===== config.mk =====
export PLATFORM = sky130hd
export DESIGN_NAME = snn_ecg_classifier
export DESIGN_NICKNAME = d
export VERILOG_FILES = /design/src/rtl/snn_ecg_classifier.sv
export SDC_FILE = /design/constraint.sdc
export NUM_CORES = 1
export LEC_CHECK = 0
export CAP_MARGIN = 20
export CORE_ASPECT_RATIO = 2
export CORE_UTILIZATION = 30
export CTS_CLUSTER_DIAMETER = 150
export DETAILED_ROUTE_END_ITERATION = 7
export PLACE_DENSITY_LB_ADDON = 0.08
export SLEW_MARGIN = 10
export SYNTH_ARGS = -nofsm -noshare
export SYNTH_HDL_FRONTEND = slang
export SYNTH_SLANG_ARGS = --single-unit
export TNS_END_PERCENT = 30

===== constraint.sdc =====
create_clock -name clk -period 8.25 [get_ports clk]
set_input_delay 1.65 -clock clk [delete_from_list [all_inputs] [get_ports clk]]
set_output_delay 1.65 -clock clk [all_outputs]
set_load 0.1 [all_outputs]

===== src/rtl/snn_ecg_classifier.sv =====
// Spike-count classifier: accumulates per-class output spikes over a window and reports the argmax.
// Optional reject of low-confidence winners with macro SNN_CLS_REJECT_EN.
module snn_ecg_classifier #(
    parameter int unsigned N_CLS     = 5,
    parameter int unsigned TSTEPS    = 64,
    parameter int unsigned CNT_W     = 7,
    parameter int unsigned MIN_COUNT = 4
) (
    input  logic             clk,
    input  logic             rst,
    input  logic             frame_start,
    input  logic             snn_done,
    input  logic [N_CLS-1:0] spikes_out_bits,
    output logic             class_valid,
    output logic [2:0]       class_id,
    output logic [CNT_W-1:0] class_count,
    output logic [6:0]       step_idx,
    output logic             busy,
    output logic             overrun
);

    localparam int unsigned      IDX_W     = 3;
    localparam logic [CNT_W-1:0] CNT_MAX   = '1;
    localparam logic [CNT_W-1:0] CNT_MIN   = CNT_W'(MIN_COUNT);
    localparam logic [6:0]       STEP_LAST = 7'(TSTEPS);
    localparam logic [6:0]       STEP_PRE  = 7'(TSTEPS - 1);
    localparam logic [IDX_W-1:0] IDX_LAST  = IDX_W'(N_CLS - 1);
    localparam logic [2:0]       REJECT_ID = 3'b111;
`ifdef SNN_CLS_REJECT_EN
    localparam bit REJECT_EN = 1'b1;
`else
    localparam bit REJECT_EN = 1'b0;
`endif

    typedef enum logic [1:0] {IDLE, ACCUM, ARGMAX, REPORT} state_t;

    state_t           state_q, state_d;
    logic [CNT_W-1:0] cnt_q [N_CLS];
    logic [CNT_W-1:0] cnt_d [N_CLS];
    logic [6:0]       step_d;
    logic [IDX_W-1:0] scan_q, scan_d;
    logic [IDX_W-1:0] best_id_q, best_id_d;
    logic [CNT_W-1:0] best_cnt_q, best_cnt_d;
    logic [CNT_W-1:0] cand;
    logic [IDX_W-1:0] win_id;
    logic [CNT_W-1:0] win_cnt;
    logic             valid_d, busy_d, overrun_d;
    logic [2:0]       id_d;
    logic [CNT_W-1:0] count_d;

    // Next-state and datapath; frame_start overrides every state
    always_comb begin
        state_d    = state_q;
        cnt_d      = cnt_q;
        step_d     = step_idx;
        scan_d     = scan_q;
        best_id_d  = best_id_q;
        best_cnt_d = best_cnt_q;
        valid_d    = 1'b0;
        id_d       = class_id;
        count_d    = class_count;
        overrun_d  = overrun;
        cand       = '0;
        for (int unsigned i = 0; i < N_CLS; i++) begin
            if (scan_q == IDX_W'(i)) cand = cnt_q[i];
        end
        win_id  = best_id_q;
        win_cnt = best_cnt_q;
        // First class seeds the best; later ones replace it only when strictly greater
        if (scan_q == '0 || cand > best_cnt_q) begin
            win_id  = scan_q;
            win_cnt = cand;
        end

        if (frame_start) begin
            state_d   = ACCUM;
            step_d    = '0;
            scan_d    = '0;
            overrun_d = 1'b0;
            for (int unsigned i = 0; i < N_CLS; i++) cnt_d[i] = '0;
            if (snn_done) begin
                for (int unsigned i = 0; i < N_CLS; i++) cnt_d[i] = CNT_W'(spikes_out_bits[i]);
                step_d = 7'd1;
                if (STEP_LAST == 7'd1) state_d = ARGMAX;
            end
        end else begin
            case (state_q)
                ACCUM: begin
                    if (snn_done) begin
                        for (int unsigned i = 0; i < N_CLS; i++) begin
                            if (spikes_out_bits[i] && cnt_q[i] != CNT_MAX) cnt_d[i] = cnt_q[i] + 1'b1;
                        end
                        if (step_idx != STEP_LAST) step_d = step_idx + 7'd1;
                        if (step_idx == STEP_PRE) begin
                            state_d = ARGMAX;
                            scan_d  = '0;
                        end
                    end
                end
                ARGMAX: begin
                    best_id_d  = win_id;
                    best_cnt_d = win_cnt;
                    scan_d     = scan_q + IDX_W'(1);
                    if (scan_q == IDX_LAST) begin
                        state_d = REPORT;
                        valid_d = 1'b1;
                        count_d = win_cnt;
                        id_d    = (REJECT_EN && win_cnt < CNT_MIN) ? REJECT_ID : win_id;
                    end
                end
                REPORT:  state_d = IDLE;
                default: state_d = IDLE;
            endcase
            if (snn_done && state_q != ACCUM) overrun_d = 1'b1;
        end
        busy_d = (state_d == ACCUM) || (state_d == ARGMAX);
    end

    always_ff @(posedge clk or posedge rst) begin
        if (rst) begin
            state_q     <= IDLE;
            for (int unsigned i = 0; i < N_CLS; i++) cnt_q[i] <= '0;
            step_idx    <= '0;
            scan_q      <= '0;
            best_id_q   <= '0;
            best_cnt_q  <= '0;
            class_valid <= 1'b0;
            class_id    <= '0;
            class_count <= '0;
            busy        <= 1'b0;
            overrun     <= 1'b0;
        end else begin
            state_q     <= state_d;
            cnt_q       <= cnt_d;
            step_idx    <= step_d;
            scan_q      <= scan_d;
            best_id_q   <= best_id_d;
            best_cnt_q  <= best_cnt_d;
            class_valid <= valid_d;
            class_id    <= id_d;
            class_count <= count_d;
            busy        <= busy_d;
            overrun     <= overrun_d;
        end
    end

endmodule


### Word-level counts from Yosys, hierarchy flattened

Cells that the tools add are included.

| word-level totals | value |
|---|---|
| register bits after elaboration | 70 |
| bits of input ports | 9 |
| output and inout port bits | 20 |
| word-level logic and storage cells | 105 |

| cells by class | value |
|---|---|
| $add $sub $neg | 7 |
| $lt $le $gt $ge | 1 |
| eq/ne operators | 18 |
| multiplexer cells | 35 |
| bitwise logic cells | 1 |
| reductions and logical operators | 28 |

Operators with widths:

| cell | number |
|---|---|
| two-way mux 35 bit | 3 |
| two-way mux 7 bit | 15 |
| adder 7 x 1 -> 7 bit (second input constant) | 6 |
| inequality test 7 bit (second input constant) | 6 |
| two-way mux 29 bit | 1 |
| AND reduction 3 bit | 8 |
| nonzero test 2 bit | 9 |
| two-way mux 3 bit | 4 |
| two-way mux 2 bit | 4 |
| equality test 7 x 6 -> 1 bit (second input constant) | 1 |
| > comparator 7 bit | 1 |
| equality test 3 x 2 -> 1 bit (second input constant) | 2 |
| logical AND 1 bit | 6 |
| two-way mux 1 bit | 6 |
| inequality test 3 bit (second input constant) | 2 |
| case mux 3 bit (2 select lines) | 1 |
| equality test 2 x 1 -> 1 bit (second input constant) | 2 |
| equality test 2 bit (second input constant) | 2 |
| case mux 2 bit (2 select lines) | 1 |
| adder 3 x 1 -> 3 bit (second input constant) | 1 |
| equality test 3 x 1 -> 1 bit (second input constant) | 1 |
| equality test 3 bit (second input constant) | 1 |
| logical NOT 3 bit | 1 |
| nonzero test 3 bit | 1 |
| other kinds (4) | 5 |

### Logic depth before layout (Yosys ltp)

Gate-level depths: netlist of run 1.

| depth | value |
|---|---|
| depth after elaboration | 9 |
| mapped depth | 14 |
| gate-level depth less buffers | 12 |

### Least setup slack after synthesis of run 1

OpenSTA, ideal clock, no wires.

| timing | value |
|---|---|
| path kind | register to register |
| start point | reg scan_q[0] |
| end point | reg best_cnt_q[0] |
| data arrival time | 2,859 ps |
| setup slack | 5,266 ps |
| stages on the path, launching flop included | 14 |
| cells stage by stage | dfrtp_1 -> ha_1 -> ha_1 -> or2_1 -> buf_4 -> a21oi_1 -> a221o_1 -> ha_1 -> a21oi_2 -> a21oi_2 -> o31ai_4 -> a21o_1 -> buf_6 -> mux2_4 |

| between the ends | value |
|---|---|
| cells in the longest elaborated chain, start to end | 9 |
| elaborated cells on any way between the ends | 13 |
| those cells by class | order compare (1); eq/ne (4); mux (6); reduce/logical (2) |

Ends and longest elaborated chain:

| element | RTL line | text |
|---|---|---|
| start, declared | 41 | `logic [IDX_W-1:0] scan_q, scan_d;` |
| start signal, assigned | 136 | `scan_q <= scan_d;` |
| logical NOT 3 bit | 65, 70 |  |
| two-way mux 7 bit (5 in a row) | 65 | `if (scan_q == IDX_W'(i)) cand = cnt_q[i];` |
| > comparator 7 bit | 70 | `if (scan_q == '0 \|\| cand > best_cnt_q) begin` |
| logical OR 1 bit | 70 |  |
| two-way mux 7 bit (*) | 70 |  |
| end signal, assigned | 138 | `best_cnt_q <= best_cnt_d;` |
| end, declared | 43 | `logic [CNT_W-1:0] best_cnt_q, best_cnt_d;` |

Every way passes the cells marked *; elsewhere a longest branch is shown, timed or not.
A chain may end at the register's enable or synchronous reset.

### Worst setup path after layout of run 1

Ends and elaborated chain as after synthesis.

==> flow_metrics.tcl, run 1 <==
set metrics [dict create \
    cts.path.max_buffers 2 \
    fp.dieH_um 164.9 \
    finalWeightedCongestion 0.8127 \
    ctsHoldBuffers 0 \
    status "finished clean" \
    core_um2 12990 \
    worstSetupPathType "register to register" \
    initial_core_util_pct 30.62 \
    fmax_ghz 0.2466 \
    cts_resized 0 \
    cts_setup_buffers 0 \
    cellLeakagePower_nw 2.106 \
    synth_nets 439 \
    die_x_um 83.44 \
    nets 463 \
    first_iter_violations 115 \
    io_pins 29 \
    finalSetupTns_ns 0 \
    clock_latency_ns 0.33 \
    instances_no_fill 589 \
    placed_cell_area_um2 4362 \
    grt-ovfl-total 0 \
    row_count 59 \
    relSlewSlack_pct 35.13 \
    syn-cell-area_um2 3979 \
    setup_viol 0 \
    cap_violations 0 \
    total_power_w 0.0008937 \
    synth.distinct_cells 47 \
    finalCritPeriodShare_pct 49.16 \
    ir_drop_v 0.0001025 \
    grt_pass1_vias 3080 \
    synth_top_area_share_pct 44.03 \
    clk_pin_slew_ns 0.06 \
    async_flop_share_pct 100.0 \
    maxSlewViolCount 0 \
    final_cell_area_um2 4708 \
    hold_viol 0 \
    root_buffer "clkbuf_16" \
    swShare_pct 24.62 \
    ys_warn_count 0 \
    power.density_nw_per_um2 189.8 \
    power.switching_w 0.0002200 \
    cts_buffers 9 \
    min_period_ns 4.056 \
    post-route-util_pct 36.24 \
    syn_inst 408 \
    grt_pass1_wl_um 16090 \
    combPwrFrac_pct 8.9 \
    grt_usage_pct 15.24 \
    drt-wirelength-per-cell_um 16.44 \
    first_pass_iters 4 \
    cts_sinks 70 \
    crit_required_ns 8.47 \
    via_count 2940 \
    layout_common_cells "dfrtp_1 (70), nor2_1 (56), nand2_1 (32)" \
    critPathLaunchType "register" \
    yosys_register_bits 70 \
    grt_start_max_net_pins 71 \
    internal_power_w 0.0006736 \
    dp_cells 573 \
    drt-total-wl_um 9682 \
    fp.dieArea_um2 13760 \
    synthTopCellsByArea "dfrtp_1 (44%), ha_1 (6.9%), nor2_1 (5.3%), mux2_4 (3.4%), xnor2_1 (3.3%)" \
    final_common_cell "dfrtp_1" \
    area_delta_synth_final_pct 18.33 \
    dp_hpwl_um 7026 \
    seqPwrFrac_pct 40.2 \
    htree_levels 3 \
    layout-drive-gt1-share_pct 9.611 \
    fin_skew_ns 0.008622 \
    end_kind "register" \
    tritoncts "yes" \
    tightest_slew_ns 0.9700 \
    hold_class "register to register" \
    yosysSeqAreaShare_pct 44.03 \
    port_buffers 28 \
    power_frac_clock_pct 50.9 \
    diodes 0 \
    drcViolationCount 0 \
    critPathArrivalTime_ns 4.27 \
    synth_top_area_cell "dfrtp_1" \
    grt_antenna_before_repair 0 \
    rsz0062_at_grt "no" \
    yosys_most_used_dff "dfrtp_1" \
    vias_per_cell 4.992 \
    synth_edf_count 0 \
    drtAntennaViolNets 0 \
    syn_avg_cell_area_um2 9.752 \
    path_max_fanout 13 \
]
## power groups by stage
stage	Sequential, W	Combinational (W)	Clock [W]
after floorplan	0.000377	0.0000474	0
after global placement	0.000366	0.0000809	0
after detailed placement	0.000366	0.0000815	0
after CTS	0.000360	0.0000818	0.000466
after global routing	0.000361	0.0000882	0.000478
final	0.000360	0.0000795	0.000454
## registers in the layout, indices dropped and copies added (netlist names)
| register | flops |
|---|---|
| best_cnt_q | 7 |
| best_id_q | 3 |
| busy | 1 |
| class_count | 7 |
| class_id | 3 |
| class_valid | 1 |
| cnt_q | 35 |
| overrun | 1 |
| scan_q | 3 |
| state_q | 2 |
| step_idx | 7 |
## final cells by class
| cell class | count | area, um2 |
|---|---|---|
| clock buffers | 9 | 225.2 |
| clock inverters | 7 | 121.4 |
| fillers | 1323 | 8284 |
| inverters | 26 | 97.59 |
| multi-input cells | 295 | 2032 |
| flip-flops and latches | 70 | 1752 |
| well taps | 152 | 190.2 |
| repair buffers | 30 | 290.3 |
## worst paths after layout
path / endpoint / cells past startpoint / start / slack (ns)
max: best_cnt_q[0] / 11 / scan_q[0] / 4.19
min: class_count[6] / 2 / class_count[6] / 0.48
max reg2reg: best_cnt_q[0] / 11 / scan_q[0] / 4.19
min reg2reg: class_count[6] / 2 / class_count[6] / 0.48
max in group asynchronous: class_count[6] / 3 / rst / 5.72
min in group asynchronous: cnt_q[19] / 3 / rst / 1.90
## cells by family (layout without fill, tap and decap cells)
group	after synthesis	count (layout)	share of synthesized area, %
and+or+nand+nor	146	146	17.30
AOI/OAI and AO/OA	75	75	13.59
DFF	70	70	44.03
buffers and inverters	43	72	4.905
xor gates and xnor gates	30	30	6.604
adders and majority gates	22	22	6.918
muxes	22	22	6.667
## synthesized netlist by cell type (2+ instances only)
cell type,n
a21o_1,2
a21oi_1,23
a21oi_2,2
a221o_1,6
a31oi_1,2
a32oi_1,2
a41oi_2,3
and2_1,2
and3_1,11
buf_2,5
buf_4,3
buf_6,2
clkbuf_1,6
dfrtp_1,70
ha_1,22
inv_1,25
mux2_4,9
mux2i_1,13
nand2_1,32
nand2b_1,3
nand3_1,15
nand4_1,13
nor2_1,56
nor2b_1,3
nor3_2,2
o211ai_4,2
o21ai_0,13
o21ai_1,11
or2_1,3
or3_1,2
xnor2_1,15
xor2_1,15
## per-layer routing
| metal | global-route usage (%) | vias up | share of wire (%) |
|---|---|---|---|
| met5 | 0 | - | 0 |
| met3 | 2.699 | 13 | 1.9 |
| met2 | 28.69 | 35 | 55 |
| li1 | - | 1451 | - |
| met1 | 16.47 | 1441 | 40 |
| met4 | 6.857 | 0 | 2.9 |
## metrics by stage
| step | hold slack [ns] | setup WS, ns |
|---|---|---|
| after global placement | 0.4659 | 4.290 |
| after global routing | 0.5070 | 3.869 |
| after floorplan | 0.4709 | 4.832 |
| after CTS | 0.4871 | 4.137 |
| after detailed placement | 0.4742 | 4.138 |
| final | 0.4794 | 4.194 |
## critical path: stages, from the launching register on
cell	delay (ns)
dfrtp_1	0.44
inv_1	0.12
ha_1	0.44
nand2_1	0.24
and3_1	0.24
a221o_1	0.30
ha_1	0.34
a21oi_2	0.17
a21oi_2	0.09
o31ai_4	0.67
a21o_1	0.55
mux2_4	0.34
Note: power is estimated with default switching activity, not from simulation.
==> inputs of run 2 (changes only) <==
==> constraint.sdc (replaced) <==
create_clock -name clk -period 3.4 [get_ports clk]
set_input_delay 0.68 -clock clk [delete_from_list [all_inputs] [get_ports clk]]
set_output_delay 0.68 -clock clk [all_outputs]
set_load 0.1 [all_outputs]
==> flow_metrics.tcl, run 2 (same netlist as run 1, synthesis figures left out) <==
set metrics [dict create \
    initial_core_util_pct 30.62 \
    drt-total-wl_um 9827 \
    power.density_nw_per_um2 427.1 \
    drt-wirelength-per-cell_um 16.49 \
    setup_viol 0 \
    area_delta_synth_final_pct 17.64 \
    tritoncts "yes" \
    largest_register "cnt_q" \
    critPathLaunchType "register" \
    end_kind "register" \
    internal_power_w 0.001482 \
    grt_pass1_wl_um 15960 \
    drtAntennaViolNets 0 \
    fmax_ghz 0.3138 \
    power_frac_clock_pct 46.6 \
    seqPwrFrac_pct 43.7 \
    clock_latency_ns 0.34 \
    hold_class "register to register" \
    cellLeakagePower_nw 2.151 \
    tightest_slew_ns 0.9575 \
    cts_sinks 70 \
    maxSlewViolCount 0 \
    grt_pass1_vias 3125 \
    diodes 0 \
    ir_drop_v 0.0002362 \
    dp_slack_ns 0.2321 \
    combPwrFrac_pct 9.8 \
    die_x_um 83.44 \
    grt_usage_pct 15.17 \
    row_count 59 \
    power.switching_w 0.0005175 \
    fp.dieArea_um2 13760 \
    rsz0062_at_grt "no" \
    grt-ovfl-total 0 \
    worstSetupPathType "register to register" \
    layout_common_cells "dfrtp_1 (70), nor2_1 (56), nand2_1 (32)" \
    ctsHoldBuffers 0 \
    path_max_fanout 9 \
    nets 470 \
    io_pins 29 \
    final_common_cell "dfrtp_1" \
    first_pass_iters 4 \
    cts_setup_buffers 0 \
    cts.path.max_buffers 2 \
    critPathArrivalTime_ns 3.40 \
    grt_antenna_before_repair 0 \
    fp.dieH_um 164.9 \
    finalWeightedCongestion 0.8111 \
    root_buffer "clkbuf_16" \
    vias_per_cell 5.003 \
    core_um2 12990 \
    final.setup.worst_slack_ns 0.2127 \
    cap_violations 0 \
    layout-drive-gt1-share_pct 14.64 \
    swShare_pct 25.89 \
    relSlewSlack_pct 35.97 \
    clk_pin_slew_ns 0.06 \
    fillers 1360 \
    min_period_ns 3.187 \
    dp_hpwl_um 7478 \
    crit_required_ns 3.61 \
    first_iter_violations 126 \
    htree_levels 3 \
    via_count 2982 \
    cts_resized 0 \
    cts_buffers 9 \
    finalSetupTns_ns 0 \
    hold_viol 0 \
    status "finished clean" \
    fin_skew_ns 0.01026 \
    grt_start_max_net_pins 37 \
    largest_register_ff_count 35 \
    drcViolationCount 0 \
    port_buffers 28 \
    finalCritPeriodShare_pct 93.74 \
]
run 2: worst paths after layout:
| kind | cells past startpoint | to | slack, ns | startpoint |
|---|---|---|---|---|
| hold reg to reg | 2 | class_count[4] | 0.48 | class_count[4] |
| min in group asynchronous | 2 | cnt_q[14] | 0.73 | rst |
| setup reg to reg | 12 | best_cnt_q[2] | 0.21 | scan_q[1] |
| hold / removal | 2 | class_count[4] | 0.48 | class_count[4] |
| setup / recovery | 12 | best_cnt_q[2] | 0.21 | scan_q[1] |
| max in group asynchronous | 3 | class_count[6] | 1.89 | rst |
run 2: per-stage QoR:
stage                     utilization [%]  power [W]  hold WS (ns)  std cells  cell area [um2]
after detailed placement            33.76   0.001089        0.4746        580             4387
final                               36.03   0.001999        0.4785        596             4681
after global routing                36.03   0.002090        0.5043        596             4681
after global placement              33.76   0.001087        0.4677        580             4387
after floorplan                         -   0.001030        0.4709        408             3979
after CTS                           36.01   0.002039        0.4864        596             4678
run 2: power groups by stage:
stage / clock (W) / combinational, W / sequential, W
2_1_floorplan: 0 / 0.000115 / 0.000915
3_3_place_gp: 0 / 0.000198 / 0.000888
3_5_place_dp: 0 / 0.000200 / 0.000888
4_1_cts: 0.000965 / 0.000201 / 0.000873
5_1_grt: 0.00100 / 0.000216 / 0.000875
6_report: 0.000931 / 0.000196 / 0.000873
run 2: critical path, stage by stage (launching register included):
cell	delay, ns
dfrtp_1	0.46
ha_1	0.19
ha_1	0.21
or2_1	0.26
a21oi_1	0.07
a221o_1	0.41
ha_1	0.34
nand4_1	0.12
or2_1	0.28
o31ai_4	0.07
a21o_1	0.18
buf_12	0.15
mux2_4	0.30
run 2: final cells by class:
cell class | count | area, um2 | share of cell area (%)
well taps | 152 | 190.2 | 4.063
clock inverters | 6 | 62.56 | 1.337
repair buffers | 37 | 315.3 | 6.736
clock buffers | 10 | 229.0 | 4.892
inverters | 26 | 97.59 | 2.085
multi-input cells | 295 | 2034 | 43.46
flip-flops and latches | 70 | 1752 | 37.42
run 2: per-layer routing:
layer  vias to the layer above  GRT usage [%]  routed length, um  part of all wire [%]
met2                        34          29.40               5509                    56
met5                         -              0                  0                     0
li1                       1467              -                  -                     -
met4                         0          8.398                310                   3.2
met3                        19          2.199                169                   1.7
met1                      1462          15.34               3838                    39
==> inputs of run 3 (changes only) <==
--- a/config.mk
+++ b/config.mk
@@ -10,6 +10,7 @@
 export CORE_UTILIZATION = 30
 export CTS_CLUSTER_DIAMETER = 150
 export DETAILED_ROUTE_END_ITERATION = 7
+export GPL_ROUTABILITY_DRIVEN = 0
 export PLACE_DENSITY_LB_ADDON = 0.08
 export SLEW_MARGIN = 10
 export SYNTH_ARGS = -nofsm -noshare
==> results of run 3 <==
Same layout as run 2: the final DEF is identical, and so are final timing and power.
